--- src/rtl/mem_arbiter.sv ---
// mem_arbiter: shares one block-wide main-memory port between the I-cache
// miss path and the D-cache miss/write-back path.
// Transactions are serialised with round-robin priority. All memory-side
// strobes and all requester-side completions come straight from registers.
module mem_arbiter #(
    parameter int ADDR_W = 28,
    parameter int DATA_W = 128
) (
    input  logic              clk,
    input  logic              rst,
    // I-cache side
    input  logic              i_read,
    input  logic [ADDR_W-1:0] i_addr,
    output logic [DATA_W-1:0] i_rdata,
    output logic              i_ready,
    // D-cache side
    input  logic              d_read,
    input  logic              d_write,
    input  logic [ADDR_W-1:0] d_addr,
    input  logic [DATA_W-1:0] d_wdata,
    output logic [DATA_W-1:0] d_rdata,
    output logic              d_ready,
    // memory side
    output logic              mem_read,
    output logic              mem_write,
    output logic [ADDR_W-1:0] mem_addr,
    output logic [DATA_W-1:0] mem_wdata,
    input  logic [DATA_W-1:0] mem_rdata,
    input  logic              mem_ready
);

    typedef enum logic [1:0] {
        IDLE   = 2'd0,
        BUSY_I = 2'd1,
        BUSY_D = 2'd2,
        DONE   = 2'd3
    } state_t;

    state_t r_state;
    state_t w_stateNext;

    // 0 = I-cache wins a tie, 1 = D-cache wins a tie
    logic r_prioD;

    logic              r_memRead;
    logic              r_memWrite;
    logic [ADDR_W-1:0] r_memAddr;
    logic [DATA_W-1:0] r_memWdata;
    logic [DATA_W-1:0] r_iRdata;
    logic [DATA_W-1:0] r_dRdata;
    logic              r_iReady;
    logic              r_dReady;

    logic w_dReq;
    logic w_grantI;
    logic w_grantD;
    logic w_complete;

    // A D request is either direction; an illegal read+write is treated as a write
    assign w_dReq = d_read | d_write;

    // State register; reset abandons any in-flight transaction
    always_ff @(posedge clk or posedge rst) begin
        if (rst) begin
            r_state <= IDLE;
        end else begin
            r_state <= w_stateNext;
        end
    end

    // Next-state logic plus grant/complete decodes for the datapath
    always_comb begin
        w_stateNext = r_state;
        w_grantI    = 1'b0;
        w_grantD    = 1'b0;
        w_complete  = 1'b0;
        case (r_state)
            IDLE: begin
                if (i_read && (!w_dReq || !r_prioD)) begin
                    w_grantI    = 1'b1;
                    w_stateNext = BUSY_I;
                end else if (w_dReq) begin
                    w_grantD    = 1'b1;
                    w_stateNext = BUSY_D;
                end
            end
            BUSY_I, BUSY_D: begin
                if (mem_ready) begin
                    w_complete  = 1'b1;
                    w_stateNext = DONE;
                end
            end
            DONE: begin
                // one dead cycle lets the owner drop its request after ready
                w_stateNext = IDLE;
            end
            default: begin
                w_stateNext = IDLE;
            end
        endcase
    end

    // Memory-side strobes, latched address/data and round-robin priority
    always_ff @(posedge clk or posedge rst) begin
        if (rst) begin
            r_memRead  <= 1'b0;
            r_memWrite <= 1'b0;
            r_memAddr  <= '0;
            r_memWdata <= '0;
            r_prioD    <= 1'b0;
        end else if (w_grantI) begin
            r_memRead  <= 1'b1;
            r_memWrite <= 1'b0;
            r_memAddr  <= i_addr;
        end else if (w_grantD) begin
            r_memRead  <= ~d_write;
            r_memWrite <= d_write;
            r_memAddr  <= d_addr;
            r_memWdata <= d_wdata;
        end else if (w_complete) begin
            r_memRead  <= 1'b0;
            r_memWrite <= 1'b0;
            r_prioD    <= (r_state == BUSY_I);
        end
    end

    // Requester-side completion pulses and returned read blocks
    always_ff @(posedge clk or posedge rst) begin
        if (rst) begin
            r_iRdata <= '0;
            r_dRdata <= '0;
            r_iReady <= 1'b0;
            r_dReady <= 1'b0;
        end else begin
            r_iReady <= 1'b0;
            r_dReady <= 1'b0;
            if (w_complete) begin
                if (r_state == BUSY_I) begin
                    r_iReady <= 1'b1;
                    r_iRdata <= mem_rdata;
                end else begin
                    r_dReady <= 1'b1;
                    if (r_memRead) begin
                        r_dRdata <= mem_rdata;
                    end
                end
            end
        end
    end

    assign mem_read  = r_memRead;
    assign mem_write = r_memWrite;
    assign mem_addr  = r_memAddr;
    assign mem_wdata = r_memWdata;
    assign i_rdata   = r_iRdata;
    assign d_rdata   = r_dRdata;
    assign i_ready   = r_iReady;
    assign d_ready   = r_dReady;

    // The memory port carries one direction at a time
    assert property (@(posedge clk) disable iff (rst) !(r_memRead && r_memWrite));

    // Only one requester is ever told it has completed in a given cycle
    assert property (@(posedge clk) disable iff (rst) !(r_iReady && r_dReady));

endmodule

--- config.mk ---
export PLATFORM = sky130hd
export DESIGN_NAME = mem_arbiter
export DESIGN_NICKNAME = d
export VERILOG_FILES = /design/src/rtl/mem_arbiter.sv
export SDC_FILE = /design/constraint.sdc
export NUM_CORES = 1
export LEC_CHECK = 0
export ABC_CLOCK_PERIOD_IN_PS = 15260
export BUFFER_PORTS_ARGS = -buffer_cell sky130_fd_sc_hd__buf_2
export CORE_AREA = 2 2 284 286
export CTS_CLUSTER_SIZE = 40
export DETAILED_ROUTE_END_ITERATION = 16
export DIE_AREA = 0 0 286 288
export PLACE_DENSITY = 0.5
export SLEW_MARGIN = 20
export SYNTH_ARGS = -nofsm -noshare
export SYNTH_HDL_FRONTEND = slang
export SYNTH_SLANG_ARGS = --single-unit
--- constraint.sdc ---
create_clock -name clk -period 15.26 [get_ports clk]
set_input_delay 4.578 -clock clk [delete_from_list [all_inputs] [get_ports clk]]
set_output_delay 4.578 -clock clk [all_outputs]
set_load 0.01 [all_outputs]
==> flow_summary.json <==
{
  "run_status": "complete, no violations",
  "grt_pass1_vias": 11500,
  "cts_max_level": 2,
  "drc": 0,
  "p_leak_nw": 11.3,
  "cp.depth": 7,
  "drtIter0Drc": 319,
  "drive_gt1_share_pct": 64.5,
  "ys_warn_count": 0,
  "cts.path.max_buffers": 3,
  "clk_latency_ns": 0.57,
  "r2r_cells": 8,
  "rows": 104,
  "dieArea_um2": 82400,
  "worstPathMaxFanout": 69,
  "cts-resized-gates": 0,
  "crit_start": "i_read",
  "root_buffer": "clkbuf_16",
  "clk_pin_slew_worst_paths_ns": 0.06,
  "dr.pass1.iters": 4,
  "core_um2": 79600,
  "netlist_instances": 944,
  "grt_usage_pct": 11.1,
  "wl_per_cell_um": 17.5,
  "ioPinCount": 734,
  "cts_tree": "done",
  "synth.cell_area_um2": 16500,
  "critical_path.cell_chain": "buf_2 -> nor2b_2 -> nor3_4 -> buf_4 -> buf_4 -> buf_4 -> mux2_1",
  "synth_ff_type": "dfrtp_1",
  "worst_pin_slew_ns": 1.03,
  "syn_nets": 1265,
  "vias": 10800,
  "ir_drop_uv": 97.0,
  "synth_edf_count": 0,
  "place_hpwl_um": 36200,
  "fin_cells": 2783,
  "r2r_slack_ns": 11.72,
  "drv_slew": 0,
  "synth.avg_cell_area_um2": 17.4,
  "cts_setup_buffers": 0,
  "start_util_pct": 20.7,
  "io_buffers": 733,
  "antenna_found_initial": 4,
  "gp_congestion": 0.819,
  "slowest_stage": "buf_4",
  "cp.required_ns": 15.70,
  "syn_to_final_growth_pct": 37.7,
  "powerDensity_nw_per_um2": 229,
  "final_area_um2": 22700,
  "numPlacedInstances": 2697,
  "final_util_pct": 28.5,
  "worst_r2r_endpoint": "mem_wdata[25]$_DFFE_PP0P_",
  "vias_per_cell": 3.88,
  "hold_path_class": "reg -> reg",
  "ctsHoldBuffers": 0,
  "period_needed_ns": 6.94,
  "crit_top_cell": "buf_4",
  "fin_nets": 2008,
  "synth_top_area_cell": "dfrtp_1",
  "async_flop_share_pct": 100,
  "finalHoldViolCount": 0,
  "cts-buffers-inserted": 47,
  "hold_slack_ns": 0.479,
  "tns_ns": 0,
  "synth_cell_type_count": 31,
  "place_area_um2": 21100,
  "synthTopCellsByArea": "dfrtp_1, mux2_2, mux2_4, mux2_1, a221o_1",
  "ant_nets": 0,
  "final_common_cell": "buf_2",
  "die_x_um": 286,
  "max_freq_mhz": 144,
  "critPathTopFamily": "buffers and inverters",
  "setup_viol": 0,
  "cts.sinks": 419,
  "grt-ovfl-total": 0,
  "maxSlewHeadroom_pct": 31.6,
  "period_share_pct": 45.5,
  "layout_common_cells": "buf_2, dfrtp_1, mux2_2",
  "crit_path_start_kind": "input port",
  "wirelength_um": 48600,
  "cp.buffers_inverters": 4,
  "rsz0062_at_grt": "false",
  "cap_violations": 0,
  "synth_top_area_share_pct": 63.7,
  "r2r-start": "r_state[0]$_DFFE_PP0P_",
  "arrival_ns": 7.38,
  "fillers": 8246,
  "die_y_um": 288,
  "grt_first_pass_wirelength_um": 71300,
  "grt_max_degree": 163,
  "ys_seq_area_share_pct": 63.7,
  "synth_seq_cells": 419,
  "fin_worst_skew_ns": 0.0109,
  "critPathKind": "in -> reg",
  "place_ws_ns": 7.72,
  "cp-end-kind": "flop",
  "crit_path_max_incr_delay_ns": 0.75,
  "setup_slack_ns": 8.32,
  "power_mw": 5.20,
  "critPathCapture": "mem_wdata[25]$_DFFE_PP0P_"
}
registers in the layout, indices dropped and copies added (netlist names):
register,flops
i_rdata,128
i_ready,1
mem_read,1
mem_write,1
r_state,2
r_prioD,1
d_ready,1
d_rdata,128
mem_addr,28
mem_wdata,128
worst min path at each step:
stage               depth (start not counted)                        from                    endpoint  slack, ns
detailed placement                          1   mem_wdata[25]$_DFFE_PP0P_   mem_wdata[25]$_DFFE_PP0P_       0.47
floorplan                                   1      r_state[1]$_DFFE_PP0P_      r_state[1]$_DFFE_PP0P_       0.48
finish                                      1   mem_wdata[16]$_DFFE_PP0P_   mem_wdata[16]$_DFFE_PP0P_       0.48
global placement                            1  mem_wdata[100]$_DFFE_PP0P_  mem_wdata[100]$_DFFE_PP0P_       0.46
CTS                                         1   mem_wdata[58]$_DFFE_PP0P_   mem_wdata[58]$_DFFE_PP0P_       0.48
global route                                1   mem_wdata[20]$_DFFE_PP0P_   mem_wdata[20]$_DFFE_PP0P_       0.50
layout make-up:
type / instances / area, µm² / share of cell area, %
flip-flops and latches: 419 / 10500 / 46.3
multi-input cells: 468 / 5480 / 24.2
repair buffers: 745 / 3790 / 16.7
clock buffers: 72 / 1380 / 6.09
well taps: 1060 / 1330 / 5.85
clock inverters: 11 / 170 / 0.751
inverters: 6 / 28.8 / 0.127
diodes: 2 / 5.00 / 0.0221
Yosys cell counts, types with 2 or more instances:
cell        n
o221ai_1    2
buf_12     11
mux2_4    120
buf_2      13
mux2_2    165
ha_1        3
clkbuf_1    3
dfrtp_1   419
buf_6       5
mux2_1    100
nand3_1     3
buf_4      19
a221o_1    28
nand2_1     5
and2_1     28
inv_1       5
kinds of logic after synthesis:
logic type / Yosys count / share of synthesized area (%)
simple gates: 43 / 1.68
fa+ha+maj: 3 / 0.228
mux: 386 / 29.1
compound gates: 36 / 2.08
flops: 419 / 63.7
buf+inv: 57 / 3.15
where the power goes:
group          leakage [nW]  internal, mW  switching [mW]
logic                  5.52          1.09           0.984
clock network         0.761         0.688           0.455
registers              5.02          1.68           0.300
layer usage:
metal / wire [µm] / GRT usage (%) / vias to the layer above
li1: - / - / 4857
met1: 17900 / 12.2 / 5363
met2: 25100 / 20.0 / 485
met3: 3900 / 3.11 / 100
met4: 1710 / 4.58 / 2
met5: 10 / 0 / -
Power figures use the tool's default switching activity.
